--- src/rtl/chinpo_pkg.sv ---
// Shared definitions for the CHINPO memory interface: FSM encoding,
// capture destinations, opcode field position and watchdog limit.
package chinpo_pkg;

    typedef enum logic [1:0] {
        IDLE   = 2'd0,
        ACCESS = 2'd1,
        DONE   = 2'd2
    } state_e;

    typedef enum logic {
        DST_IR  = 1'b0,
        DST_MDR = 1'b1
    } dst_e;

    localparam int unsigned OPC_MSB     = 15;
    localparam int unsigned OPC_LSB     = 12;
    localparam int unsigned TIMEOUT_MAX = 255;

endpackage

--- src/rtl/chinpo_mem_interface_if.sv ---
// Memory-side req/ack bus of the CHINPO memory interface.
interface chinpo_mem_interface_if #(
    parameter int DATA_W = 16,
    parameter int ADDR_W = 16
);
    logic              mem_req;
    logic              mem_we;
    logic [ADDR_W-1:0] mem_addr;
    logic [DATA_W-1:0] mem_wdata;
    logic [DATA_W-1:0] mem_rdata;
    logic              mem_ack;

    modport master (
        output mem_req, mem_we, mem_addr, mem_wdata,
        input  mem_rdata, mem_ack
    );

    modport slave (
        input  mem_req, mem_we, mem_addr, mem_wdata,
        output mem_rdata, mem_ack
    );
endinterface

--- src/rtl/chinpo_mem_watchdog.sv ---
// ACCESS-cycle watchdog; expired is high in the TIMEOUT_MAX-th ACCESS cycle.
module chinpo_mem_watchdog
    import chinpo_pkg::*;
(
    input  logic CLK,
    input  logic Reset,
    input  logic start,
    input  logic active,
    output logic expired
);
    logic [7:0] count;

    always_ff @(posedge CLK) begin
        if (Reset || start) begin
            count <= '0;
        end else if (active) begin
            count <= count + 8'd1;
        end
    end

    assign expired = active && (count == 8'(TIMEOUT_MAX - 1));
endmodule

--- src/rtl/chinpo_mem_interface.sv ---
// Registered req/ack bridge between the CHINPO control unit and memory; owns IR and MDR.
// Optional ACCESS watchdog with sticky MemErr when CHINPO_MEM_TIMEOUT_EN is defined.
module chinpo_mem_interface
    import chinpo_pkg::*;
#(
    parameter int DATA_W = 16,
    parameter int ADDR_W = 16
) (
    input  logic                   CLK,
    input  logic                   Reset,
    input  logic                   IRWrite,
    input  logic                   MemRead,
    input  logic                   MemWrite,
    input  logic                   MemAddr,
    input  logic [ADDR_W-1:0]      PC,
    input  logic [ADDR_W-1:0]      ALUOut,
    input  logic [DATA_W-1:0]      StoreData,
    chinpo_mem_interface_if.master mem,
    output logic [DATA_W-1:0]      IR,
    output logic [3:0]             Opcode,
    output logic                   IR3,
    output logic                   IR2,
    output logic                   IR1,
    output logic                   IR0,
    output logic [DATA_W-1:0]      MDR,
    output logic                   Busy,
    output logic                   MemErr
);
    state_e            state, next_state;
    dst_e              dst_q;
    logic              req_q, we_q;
    logic [ADDR_W-1:0] addr_q;
    logic [DATA_W-1:0] wdata_q;
    logic              request, start, timeout;

    assign request = IRWrite | MemWrite | MemRead;
    assign start   = (state == IDLE) && request;

    always_comb begin
        next_state = state;
        unique case (state)
            IDLE:    if (request) next_state = ACCESS;
            ACCESS:  if (mem.mem_ack || timeout) next_state = DONE;
            DONE:    next_state = IDLE;
            default: next_state = IDLE;
        endcase
    end

    always_ff @(posedge CLK) begin
        if (Reset) begin
            state   <= IDLE;
            req_q   <= 1'b0;
            we_q    <= 1'b0;
            addr_q  <= '0;
            wdata_q <= '0;
            dst_q   <= DST_IR;
            IR      <= '0;
            MDR     <= '0;
        end else begin
            state <= next_state;
            req_q <= (next_state == ACCESS);
            // IRWrite outranks the data strobes: fetches always use PC and read
            if (start) begin
                addr_q  <= (IRWrite || !MemAddr) ? PC : ALUOut;
                we_q    <= !IRWrite && MemWrite;
                wdata_q <= StoreData;
                dst_q   <= IRWrite ? DST_IR : DST_MDR;
            end
            if (state == ACCESS && mem.mem_ack && !we_q) begin
                if (dst_q == DST_IR) IR  <= mem.mem_rdata;
                else                 MDR <= mem.mem_rdata;
            end
        end
    end

`ifdef CHINPO_MEM_TIMEOUT_EN
    logic err_q;

    chinpo_mem_watchdog u_watchdog (
        .CLK    (CLK),
        .Reset  (Reset),
        .start  (start),
        .active (state == ACCESS),
        .expired(timeout)
    );

    // An ack in the expiring cycle still wins and is not an error
    always_ff @(posedge CLK) begin
        if (Reset) begin
            err_q <= 1'b0;
        end else if (state == ACCESS && timeout && !mem.mem_ack) begin
            err_q <= 1'b1;
        end
    end

    assign MemErr = err_q;
`else
    assign timeout = 1'b0;
    assign MemErr  = 1'b0;
`endif

    assign mem.mem_req   = req_q;
    assign mem.mem_we    = we_q;
    assign mem.mem_addr  = addr_q;
    assign mem.mem_wdata = wdata_q;

    assign Busy   = !Reset && (start || state == ACCESS);
    assign Opcode = IR[OPC_MSB:OPC_LSB];
    assign IR3    = IR[3];
    assign IR2    = IR[2];
    assign IR1    = IR[1];
    assign IR0    = IR[0];
endmodule

--- src/flat_wrapper.sv ---
// flat-port wrapper written by rule: the top's interface ports become plain ports
module chinpo_mem_interface_flat import chinpo_pkg::*;
#(
    parameter int DATA_W = 16,
    parameter int ADDR_W = 16
)
  (CLK, Reset, IRWrite, MemRead, MemWrite, MemAddr, PC, ALUOut, StoreData, IR, Opcode, IR3, IR2, IR1, IR0, MDR, Busy, MemErr, mem_mem_req, mem_mem_we, mem_mem_addr, mem_mem_wdata, mem_mem_rdata, mem_mem_ack);
  chinpo_mem_interface_if #(.DATA_W(DATA_W), .ADDR_W(ADDR_W)) mem_i ();
  input  logic CLK;
  input  logic Reset;
  input  logic IRWrite;
  input  logic MemRead;
  input  logic MemWrite;
  input  logic MemAddr;
  input  logic [ADDR_W-1:0] PC;
  input  logic [ADDR_W-1:0] ALUOut;
  input  logic [DATA_W-1:0] StoreData;
  output logic [DATA_W-1:0] IR;
  output logic [3:0] Opcode;
  output logic IR3;
  output logic IR2;
  output logic IR1;
  output logic IR0;
  output logic [DATA_W-1:0] MDR;
  output logic Busy;
  output logic MemErr;
  output wire logic [$bits(mem_i.mem_req)-1:0] mem_mem_req;
  output wire logic [$bits(mem_i.mem_we)-1:0] mem_mem_we;
  output wire logic [$bits(mem_i.mem_addr)-1:0] mem_mem_addr;
  output wire logic [$bits(mem_i.mem_wdata)-1:0] mem_mem_wdata;
  input wire logic [$bits(mem_i.mem_rdata)-1:0] mem_mem_rdata;
  input wire logic [$bits(mem_i.mem_ack)-1:0] mem_mem_ack;
  assign mem_mem_req = mem_i.mem_req;
  assign mem_mem_we = mem_i.mem_we;
  assign mem_mem_addr = mem_i.mem_addr;
  assign mem_mem_wdata = mem_i.mem_wdata;
  assign mem_i.mem_rdata = mem_mem_rdata;
  assign mem_i.mem_ack = mem_mem_ack;
  chinpo_mem_interface #(.DATA_W(DATA_W), .ADDR_W(ADDR_W)) u_core (.CLK(CLK), .Reset(Reset), .IRWrite(IRWrite), .MemRead(MemRead), .MemWrite(MemWrite), .MemAddr(MemAddr), .PC(PC), .ALUOut(ALUOut), .StoreData(StoreData), .mem(mem_i), .IR(IR), .Opcode(Opcode), .IR3(IR3), .IR2(IR2), .IR1(IR1), .IR0(IR0), .MDR(MDR), .Busy(Busy), .MemErr(MemErr));
endmodule
--- config.mk ---
export PLATFORM = sky130hd
export DESIGN_NAME = chinpo_mem_interface_flat
export DESIGN_NICKNAME = d
export VERILOG_FILES = /design/src/rtl/chinpo_pkg.sv /design/src/rtl/chinpo_mem_interface_if.sv /design/src/rtl/chinpo_mem_watchdog.sv /design/src/rtl/chinpo_mem_interface.sv /design/src/flat_wrapper.sv
export SDC_FILE = /design/constraint.sdc
export NUM_CORES = 1
export LEC_CHECK = 0
export ABC_AREA = 1
export BUFFER_PORTS_ARGS = -buffer_cell sky130_fd_sc_hd__clkbuf_2
export CORE_ASPECT_RATIO = 0.8
export CORE_MARGIN = 1.5
export CORE_UTILIZATION = 50
export CTS_CLUSTER_DIAMETER = 50
export DETAILED_ROUTE_END_ITERATION = 8
export GPL_ROUTABILITY_DRIVEN = 0
export PLACE_DENSITY_LB_ADDON = 0.15
export SETUP_SLACK_MARGIN = 0.4
export SLEW_MARGIN = 20
export SYNTH_ARGS = -nofsm -noshare
export SYNTH_HDL_FRONTEND = slang
export SYNTH_HIERARCHICAL = 1
export SYNTH_SLANG_ARGS = --single-unit
--- constraint.sdc ---
create_clock -name CLK -period 2.07 [get_ports CLK]
set_input_delay 0.207 -clock CLK [delete_from_list [all_inputs] [get_ports CLK]]
set_output_delay 0.207 -clock CLK [all_outputs]
set_load 0.1 [all_outputs]
==> results of run 1 <==
[registers in the layout, summed over array words and instances, names as in the netlist]
| name | count |
|---|---|
| u_core/mem.mem_req | 1 |
| u_core/mem.mem_wdata | 16 |
| u_core/dst_q | 1 |
| u_core/mem.mem_addr | 16 |
| u_core/IR | 16 |
| u_core/mem.mem_we | 1 |
| u_core/state | 2 |
| u_core/MDR | 16 |
[report_power, final]
part | total, mW | leakage [nW] | switching (mW) | internal, mW
clock | 1.31 | 0.116 | 0.514 | 0.800
sequential | 1.49 | 0.567 | 0.0618 | 1.43
combinational | 1.42 | 1.62 | 1.15 | 0.276
[synth_stat cells]
cell type	number	area share [%]
dfxtp_1	69	42
nor2_1	51	5.8
nand4_4	2	1.3
nand3_1	67	10
nand2_2	21	4.0
o21ai_1	7	1.1
buf_6	2	0.68
buf_1	1	0.11
clkbuf_1	9	1.0
inv_2	2	0.23
nor2_2	1	0.19
o21ai_0	9	1.4
clkinv_1	1	0.11
inv_1	85	9.7
nor2_4	2	0.68
a21oi_1	37	5.6
conb_1	1	0.11
nand2_1	97	11
buf_2	12	1.8
buf_4	13	3.0
[area by class of cell]
cell class,instances,area (um^2)
fill,621,2100
sequential,69,1380
multi-input combinational,295,1380
timing repair buffer,157,843
inverter,88,330
clock buffer,10,128
clock inverter,6,111
tap,84,105
[worst max-delay path by stage]
| stage | startpoint | to | slack [ns] | depth (start not counted) |
|---|---|---|---|---|
| after global routing | u_core/state[1] | Busy | 0.43 | 4 |
| after global placement | IRWrite | u_core/mem.mem_addr[2] | 0.70 | 7 |
| after detailed placement | IRWrite | u_core/mem.mem_addr[14] | 0.63 | 7 |
| after CTS | u_core/state[1] | Busy | 0.42 | 4 |
| final | u_core/state[1] | Busy | 0.50 | 4 |
| after floorplan | u_core/state[1] | Busy | 0.47 | 4 |
[kinds of logic (layout without fill, tap and decap cells)]
group / count (synthesis) / after routing / synth area share (%)
AO/OA/AOI/OAI: 53 / 53 / 8.06
buffers and inverters: 125 / 261 / 16.6
flip-flops: 69 / 69 / 42.0
other: 1 / 1 / 0.114
AND/OR/NAND/NOR: 241 / 241 / 33.2
[routing by layer]
metal	share of wire, %	track usage [%]
met1	46	32.6
met2	44	37.8
met3	8.5	7.29
met4	1.0	6.97
met5	0	0
[repair_timing]
item | CTS | global route
setup endpoints to repair | 1 | 1
gates resized for setup | 1 | 1
setup buffers | 0 | 3
hold buffers | 0 | 0
pin swaps | 0 | 1
[worst reg2reg max path, delay by kind of cell (launching register included)]
kind | cells | cell delay [ns]
AND/OR/NAND/NOR | 4 | 0.68
flip-flops | 1 | 0.37
buffers and inverters | 3 | 0.25
==> metrics.csv, run 1 <==
stage;metric;value;unit
clocking;cts.path.max_buffers;2;
setup_path;cp_cell_sequence;nor2_4 -> nand2_4 -> a21oi_4 -> buf_12;
synth;ys_types;20;
timing;fin_hold_ws;0.110;ns
setup_path;endpoint_kind;output port;
timing;tightest_slew;0.562;ns
global_routing;grt_pass1_vias;2821;
drt;avgViaCountPerCell;4.72;
place;dpl.hpwl;6100;um
power;finalPower;4.23;mW
drt;drt_iter0_markers;168;
setup_path;cp_top_family;flip-flops;
drt;ant_nets;0;
setup_path;cp_max_fo;13;
power;vdd.ir_drop.worst;522;uV
place;placed_area;0.00401;mm^2
flow_run;maxCapViolCount;0;
global_routing;grt_pass1_wl;13200;um
layout;stdcell_count;709;
setup_path;crit_buf_inv;1;
die;io_pins;147;
die;die_h;75.6;um
global_routing;grt_max_degree;35;
power;p_per_area;988;mW/mm^2
timing;finalCriticalPeriod;1.57;ns
layout;final_util;67.1;%
drt;vias;3343;
synth;synthCells;489;
min_path;worstHoldPathCells;3;
layout;final_cell_mix;144 x clkbuf_2, 97 x nand2_1, 85 x inv_1, 67 x dfxtp_1, 67 x nand3_1;
min_path;whs_endpoint;u_core/mem.mem_wdata[11];
synth;synth-seq-area-share;42.0;%
setup_path;required;1.86;ns
clocking;cts_buffers;9;
timing;hold_viol_final;0;
timing;slew_headroom;62.7;%
drt;drtPass1Iterations;5;
global_routing;antenna_found_initial;0;
layout;antennaDiodeCount;0;
timing;fmax;636;MHz
place;place_worst_setup_slack;0.635;ns
place;numPortBuffers;145;
clocking;cts.sinks;69;
timing;finalSetupTns;0;ns
setup_path;worst_r2r_path_depth;7;
place;dp.cells;690;
setup_path;r2r_setup_slack;0.71;ns
setup_path;critical_path_class;reg2out;
clocking;h-tree-depth;3;
drt;wl;8370;um
die;core_area;0.00638;mm^2
timing;finalWorstSetupSlack;0.497;ns
run_status;status;finished, final reports clean;
layout;synthToLayoutAreaGrowth;30.0;%
layout;final_common_cell;clkbuf_2;
drt;wl_per_cell;11.8;um
synth;synthesis.nets;560;
die;row_count;26;
global_routing;overflow;0;
clocking;clk_latency;0.35;ns
setup_path;cp_slowest_stage_delay;0.37;ns
timing;clock_skew;0.00470;ns
synth;synthesis.area;0.00329;mm^2
layout;drive_above_1_share;32.5;%
layout;num-nets-final;691;
power;p_leak;2.30;nW
min_path;hp-class;in2reg;
die;fp.dieW;93.7;um
synth;ys_seq_elements;69;
clocking;cts_tree;yes;
clocking;cts-root-buf;clkbuf_8;
global_routing;grt_util_all_layers;24.1;%
synth;syn_avg_cell_area;6.73;um^2
die;die-area;0.00708;mm^2
timing;rsz0062_at_grt;false;
min_path;min_from;StoreData[11];
setup_path;worstReg2RegEnd;u_core/MDR[11];
setup_path;rr_startpoint;u_core/state[0];
timing;setup_viol;0;
clocking;clkTransAtPathRegs;0.07;ns
timing;finalMaxSlewViolations;0;
setup_path;crit_path_top_delay_cell;dfxtp_1;
setup_path;worstPathArrival;1.37;ns
synth;yosys_warnings;6;
setup_path;start_kind;flip-flop;
die;start_util;51.6;%
drt;route.detailed.drc;0;
layout;fin_area;0.00428;mm^2
timing;post-route-period-util;76.0;%
Power figures use the tool's default switching activity.
==> run 2: changes to the inputs <==
--- a/config.mk
+++ b/config.mk
@@ -9,7 +9,7 @@
 export BUFFER_PORTS_ARGS = -buffer_cell sky130_fd_sc_hd__clkbuf_2
 export CORE_ASPECT_RATIO = 0.8
 export CORE_MARGIN = 1.5
-export CORE_UTILIZATION = 50
+export CORE_UTILIZATION = 47
 export CTS_CLUSTER_DIAMETER = 50
 export DETAILED_ROUTE_END_ITERATION = 8
 export GPL_ROUTABILITY_DRIVEN = 0
==> constraint.sdc (replaced) <==
create_clock -name CLK -period 1.5 [get_ports CLK]
set_input_delay 0.15 -clock CLK [delete_from_list [all_inputs] [get_ports CLK]]
set_output_delay 0.15 -clock CLK [all_outputs]
set_load 0.1 [all_outputs]
==> metrics.csv, run 2 (same netlist as run 1, synthesis figures left out) <==
stage;metric;value;unit;change
layout;drive_above_1_share;49.7;%;was 32.5%
drt;wl;10800;um;was 8370 um
setup_path;cp_max_fo;3;;was 13
drt;ant_nets;0;;unchanged
timing;post-route-period-util;97.8;%;
die;fp.dieW;96.6;um;was 93.7 um
die;die_h;77.9;um;was 75.6 um
drt;drtPass1Iterations;5;;unchanged
setup_path;cp_top_family;flip-flops;;unchanged
setup_path;r2r_setup_slack;0.15;ns;was 0.71 ns
global_routing;grt_pass1_vias;3595;;was 2821
place;numPortBuffers;145;;unchanged
timing;hold_viol_final;0;;unchanged
flow_run;maxCapViolCount;0;;unchanged
setup_path;crit_path_top_delay_cell;dfxtp_4;;was dfxtp_1
clocking;cts.sinks;69;;unchanged
setup_path;worst_r2r_path_depth;8;;was 7
global_routing;grt_util_all_layers;28.3;%;was 24.1%
timing;rsz0062_at_grt;true;;was false
drt;vias;3660;;was 3343
setup_path;rr_startpoint;u_core/state[0];;unchanged
setup_path;required;1.35;ns;was 1.86 ns
clocking;cts_tree;yes;;unchanged
setup_path;critical_path_class;reg2out;;unchanged
setup_path;cp.depth;5;;was 4
layout;num-nets-final;712;;was 691
power;p_leak;2.76;nW;was 2.30 nW
global_routing;grt_pass1_wl;16600;um;was 13200 um
global_routing;antenna_found_initial;0;;unchanged
setup_path;start_kind;flip-flop;;unchanged
layout;final_util;82.9;%;was 67.1%
drt;route.detailed.drc;0;;unchanged
power;vdd.ir_drop.worst;623;uV;was 522 uV
clocking;clkTransAtPathRegs;0.07;ns;about the same
setup_path;worstReg2RegEnd;u_core/MDR[6];;was u_core/MDR[11]
setup_path;endpoint_kind;output port;;unchanged
layout;final_cell_mix;94 x nand2_1, 82 x inv_1, 70 x clkbuf_2, 61 x nand3_1, 56 x dfxtp_2;;was 144 x clkbuf_2, 97 x nand2_1, 85 x inv_1, 67 x dfxtp_1, 67 x nand3_1
clocking;cts.path.max_buffers;2;;unchanged
timing;setup_viol;0;;unchanged
drt;avgViaCountPerCell;4.99;;was 4.72
global_routing;overflow;0;;unchanged
clocking;clk_latency;0.34;ns;was 0.35 ns
layout;stdcell_count;733;;was 709
clocking;h-tree-depth;3;;unchanged
layout;antennaDiodeCount;0;;unchanged
setup_path;worstSetupEndpoint;Busy;;unchanged
timing;finalSetupTns;0;ns;unchanged
power;finalPower;6.24;mW;was 4.23 mW
run_status;status;finished, final reports clean;;unchanged
layout;final_common_cell;nand2_1;;was clkbuf_2
die;row_count;27;;was 26
clocking;cts_buffers;9;;unchanged
setup_path;cp_slowest_stage_delay;0.39;ns;was 0.37 ns
drt;wl_per_cell;14.7;um;was 11.8 um
setup_path;worstPathArrival;1.32;ns;was 1.37 ns
setup_path;cp_cell_sequence;inv_4 -> nor2_4 -> inv_2 -> a21oi_4 -> buf_12;;was nor2_4 -> nand2_4 -> a21oi_4 -> buf_12
place;dpl.hpwl;6120;um;was 6100 um
die;core_area;0.00682;mm^2;was 0.00638 mm^2
die;die-area;0.00752;mm^2;was 0.00708 mm^2
global_routing;grt_max_degree;33;;was 35
timing;clock_skew;0.00938;ns;was 0.00470 ns
timing;fmax;682;MHz;
min_path;hp-class;in2reg;;unchanged
layout;nFillCells;415;;was 621
layout;synthToLayoutAreaGrowth;71.9;%;was 30.0%
drt;drt_iter0_markers;237;;was 168
setup_path;crit_buf_inv;3;;was 1
die;io_pins;147;;unchanged
power;p_per_area;1100;mW/mm^2;was 988 mW/mm^2
timing;finalMaxSlewViolations;0;;unchanged
clocking;cts-root-buf;clkbuf_8;;unchanged
place;dp.cells;697;;was 690
timing;finalCriticalPeriod;1.47;ns;
setup_path;cp-startpoint;u_core/state[0];;was u_core/state[1]
die;start_util;48.2;%;was 51.6%
[run 2: cell types whose count changed in the layout (fill, tap and decap cells not counted), sizes merged]
cell / before / now
clkbuf: 154 / 122
bufinv: 3 / 0
bufbuf: 0 / 1
buf: 13 / 67
inv: 87 / 88
[run 2: worst min-delay path by stage]
stage,start,end,cells past startpoint
floorplan,Reset,u_core/mem.mem_wdata[15],1
global placement,StoreData[0],u_core/mem.mem_wdata[0],3
detailed placement,StoreData[14],u_core/mem.mem_wdata[14],3
CTS,StoreData[14],u_core/mem.mem_wdata[14],3
global route,StoreData[8],u_core/mem.mem_wdata[8],3
finish,StoreData[14],u_core/mem.mem_wdata[14],3
[run 2: through the flow]
stage	hold WS (ns)	worst slack, ns	area, um^2
after detailed placement	0.404	0.213	4170
after CTS	0.0357	0.0482	5460
after global placement	0.398	0.280	4170
after floorplan	0.212	0.0398	3420
after global routing	0.0403	0.000640	5660
final	0.0497	0.0330	5660
[run 2: worst reg2reg max path, delay by kind of cell (launching register included)]
kind / cells / cell delay [ns]
and+or+nand+nor: 5 / 0.48
buffers and inverters: 3 / 0.39
DFF: 1 / 0.39
[run 2: report_power, final]
part | internal, mW | leakage, nW | switching (mW)
clock | 0.803 | 0.103 | 0.738
sequential | 1.99 | 0.596 | 0.141
combinational | 0.863 | 2.06 | 1.70
[run 2: area by class of cell]
class	count	area [um^2]	area share (%)
Timing Repair Buffer	178	2020	35.6
Multi-Input combinational cell	295	1500	26.5
Inverter	88	337	5.95
Sequential cell	69	1490	26.4
Clock inverter	4	26.3	0.464
Clock buffer	12	178	3.14
Tap cell	87	109	1.92
[run 2: per-layer routing]
metal | wire [um] | share of wire (%) | vias up | track usage (%)
li1 | - | - | 1787 | -
met1 | 4460 | 41 | 1675 | 35.0
met2 | 5290 | 49 | 174 | 46.5
met3 | 782 | 7.3 | 24 | 7.75
met4 | 224 | 2.1 | 0 | 10.4
met5 | 0 | 0 | - | 0
[run 2: repair_timing]
action / CTS / global route
cloned: 4 / 2
setup endpoints to repair: 140 / 108
setup buffers: 13 / 1
gates resized for setup: 188 / 64
hold buffers: 0 / 0
pin swaps: 3 / 3
==> run 3: changes to the inputs <==
--- a/config.mk
+++ b/config.mk
@@ -10,10 +10,10 @@
 export CORE_ASPECT_RATIO = 0.8
 export CORE_MARGIN = 1.5
 export CORE_UTILIZATION = 47
-export CTS_CLUSTER_DIAMETER = 50
+export CTS_CLUSTER_DIAMETER = 80
 export DETAILED_ROUTE_END_ITERATION = 8
 export GPL_ROUTABILITY_DRIVEN = 0
-export PLACE_DENSITY_LB_ADDON = 0.15
+export PLACE_DENSITY = 0.78
 export SETUP_SLACK_MARGIN = 0.4
 export SLEW_MARGIN = 20
 export SYNTH_ARGS = -nofsm -noshare
==> metrics.csv, run 3 (same netlist as run 1, synthesis figures left out) <==
stage;metric;value;unit;change
power;switching_share;42.8;%;was 41.4%
global_routing;met2_usage;50.4;%;was 46.5%
run_status;violations;setup timing;;
setup_path;endpoint_kind;output port;;unchanged
power;p_clk_share;21.2;%;was 24.7%
setup_path;worstReg2RegEnd;u_core/mem.mem_wdata[13];;was u_core/MDR[6]
setup_path;rr_startpoint;u_core/state[0];;unchanged
timing;fmax;645;MHz;was 682 MHz
die;row_count;27;;unchanged
timing;finalCriticalPeriod;1.55;ns;was 1.47 ns
power;power_frac_seq;34.8;%;was 34.2%
setup_path;required;1.35;ns;about the same
drt;drt_iter0_markers;464;;was 237
timing;clock_skew;0.0145;ns;was 0.00938 ns
global_routing;grt_max_degree;33;;unchanged
power;p_sw;2.62;mW;was 2.58 mW
drt;drtPass1Iterations;5;;unchanged
power;vdd.ir_drop.worst;673;uV;was 623 uV
min_path;hp-class;in2reg;;unchanged
layout;stdcell_count;732;;was 733
global_routing;grt_pass1_wl;16600;um;about the same
clocking;holdBufCountCts;0;;unchanged
clocking;clkTransAtPathRegs;0.07;ns;about the same
drt;wl;12700;um;was 10800 um
run_status;status;complete, but fails checks;;was finished, final reports clean
drt;vias;3872;;was 3660
drt;ant_nets;0;;unchanged
clocking;cts-root-buf;clkbuf_8;;unchanged
setup_path;cp-startpoint;u_core/state[0];;unchanged
clocking;cts.sinks;69;;unchanged
timing;finalMaxSlewViolations;0;;unchanged
power;p_per_area;1060;mW/mm^2;was 1100 mW/mm^2
setup_path;worstPathArrival;1.40;ns;was 1.32 ns
global_routing;top_usage_layer;met2;;unchanged
layout;synthToLayoutAreaGrowth;74.9;%;was 71.9%
place;place_worst_setup_slack;0.213;ns;about the same
place;dp.cells;695;;was 697
layout;drive_above_1_share;54.7;%;was 49.7%
power;p_leak;2.76;nW;about the same
die;start_util;48.2;%;unchanged
timing;fin_hold_ws;0.0664;ns;was 0.0497 ns
die;core_area;0.00682;mm^2;unchanged
setup_path;start_kind;flip-flop;;unchanged
clocking;clk_latency;0.35;ns;was 0.34 ns
place;dpl.hpwl;6100;um;was 6120 um
layout;final_cell_mix;82 x inv_1, 73 x nand2_1, 70 x clkbuf_2, 62 x clkbuf_8, 56 x dfxtp_2;;was 94 x nand2_1, 82 x inv_1, 70 x clkbuf_2, 61 x nand3_1, 56 x dfxtp_2
layout;antennaDiodeCount;0;;unchanged
global_routing;grt_use_met1;32.5;%;was 35.0%
layout;final_common_cell;inv_1;;was nand2_1
timing;hold_viol_final;0;;unchanged
clocking;cts_tree;yes;;unchanged
flow_run;maxCapViolCount;0;;unchanged
clocking;cts_buffers;9;;unchanged
timing;setup_viol;9;;was 0
global_routing;overflow;0;;unchanged
power;p_int;3.51;mW;was 3.66 mW
place;numPortBuffers;145;;unchanged
clocking;h-tree-depth;3;;unchanged
setup_path;worst_r2r_path_depth;9;;was 8
setup_path;r2r_setup_slack;-0.05;ns;was 0.15 ns
timing;rsz0062_at_grt;true;;unchanged
clocking;cts.path.max_buffers;2;;unchanged
global_routing;grt_pass1_vias;3534;;was 3595
power;pwr-share-comb;44.0;%;was 41.1%
drt;wl_per_cell;17.4;um;was 14.7 um
setup_path;worstSetupEndpoint;Busy;;unchanged
die;fp.dieW;96.6;um;unchanged
drt;route.detailed.drc;0;;unchanged
power;finalPower;6.13;mW;was 6.24 mW
setup_path;cp_max_fo;3;;unchanged
global_routing;antenna_found_initial;0;;unchanged
global_routing;use_met3;7.25;%;was 7.75%
die;die_h;77.9;um;unchanged
timing;finalWorstSetupSlack;-0.0496;ns;was 0.0330 ns
layout;num-nets-final;713;;was 712
timing;post-route-period-util;103;%;was 97.8%
die;die-area;0.00752;mm^2;unchanged
global_routing;grt_util_all_layers;28.5;%;was 28.3%
die;io_pins;147;;unchanged
setup_path;critical_path_class;reg2out;;unchanged
drt;avgViaCountPerCell;5.29;;was 4.99
## run 3: how the worst min path moves through the flow
stage	slack (ns)	cells after the start	endpoint	startpoint
global placement	0.40	3	u_core/mem.mem_wdata[13]	StoreData[13]
floorplan	0.21	1	u_core/mem.mem_wdata[15]	Reset
finish	0.07	3	u_core/mem.mem_wdata[9]	StoreData[9]
detailed placement	0.41	3	u_core/mem.mem_wdata[5]	StoreData[5]
CTS	0.04	3	u_core/mem.mem_wdata[5]	StoreData[5]
global route	0.07	3	u_core/mem.mem_wdata[11]	StoreData[11]
## run 3: final cells by class
type,instances,area (um^2)
timing repair buffer,179,2000
multi-input combinational,295,1660
sequential,69,1490
fill,352,1070
inverter,88,340
clock buffer,12,145
tap,87,109
clock inverter,2,11.3
## run 3: power groups by stage
stage,combinational [mW],clock (mW),sequential [mW]
floorplan,0.670,0,3.08
global placement,1.94,0,2.11
detailed placement,1.96,0,2.12
CTS,2.47,1.30,2.11
global route,2.79,1.40,2.14
finish,2.70,1.30,2.13
## run 3: metal layers
metal / vias to the layer above / part of all wire, % / wire length (um)
met5: - / 0 / 0
met4: 0 / 3.9 / 500
met3: 56 / 8.0 / 1020
met2: 238 / 50 / 6380
met1: 1794 / 38 / 4810
li1: 1784 / - / -
## run 3: metrics by stage
step | TNS [ns] | util, % | instance area, um^2
global route | -0.481 | 84.4 | 5760
finish | -0.242 | 84.4 | 5760
CTS | 0 | 80.0 | 5460
global placement | 0 | 60.9 | 4160
floorplan | 0 | - | 3420
detailed placement | 0 | 60.9 | 4160
## run 3: worst max-delay path: stages, from the launching register on
cell and delay, ns:
dfxtp_4 0.37, buf_6 0.12, nor2_4 0.13, nand2_4 0.09, a21oi_4 0.15, buf_12 0.19
## run 3: repair_timing
| action | in CTS | in global routing |
|---|---|---|
| setup endpoints to repair | 126 | 84 |
| gates cloned | 6 | 0 |
| pin swaps | 10 | 14 |
| gates resized for setup | 193 | 82 |
| buffers inserted | 14 | 3 |
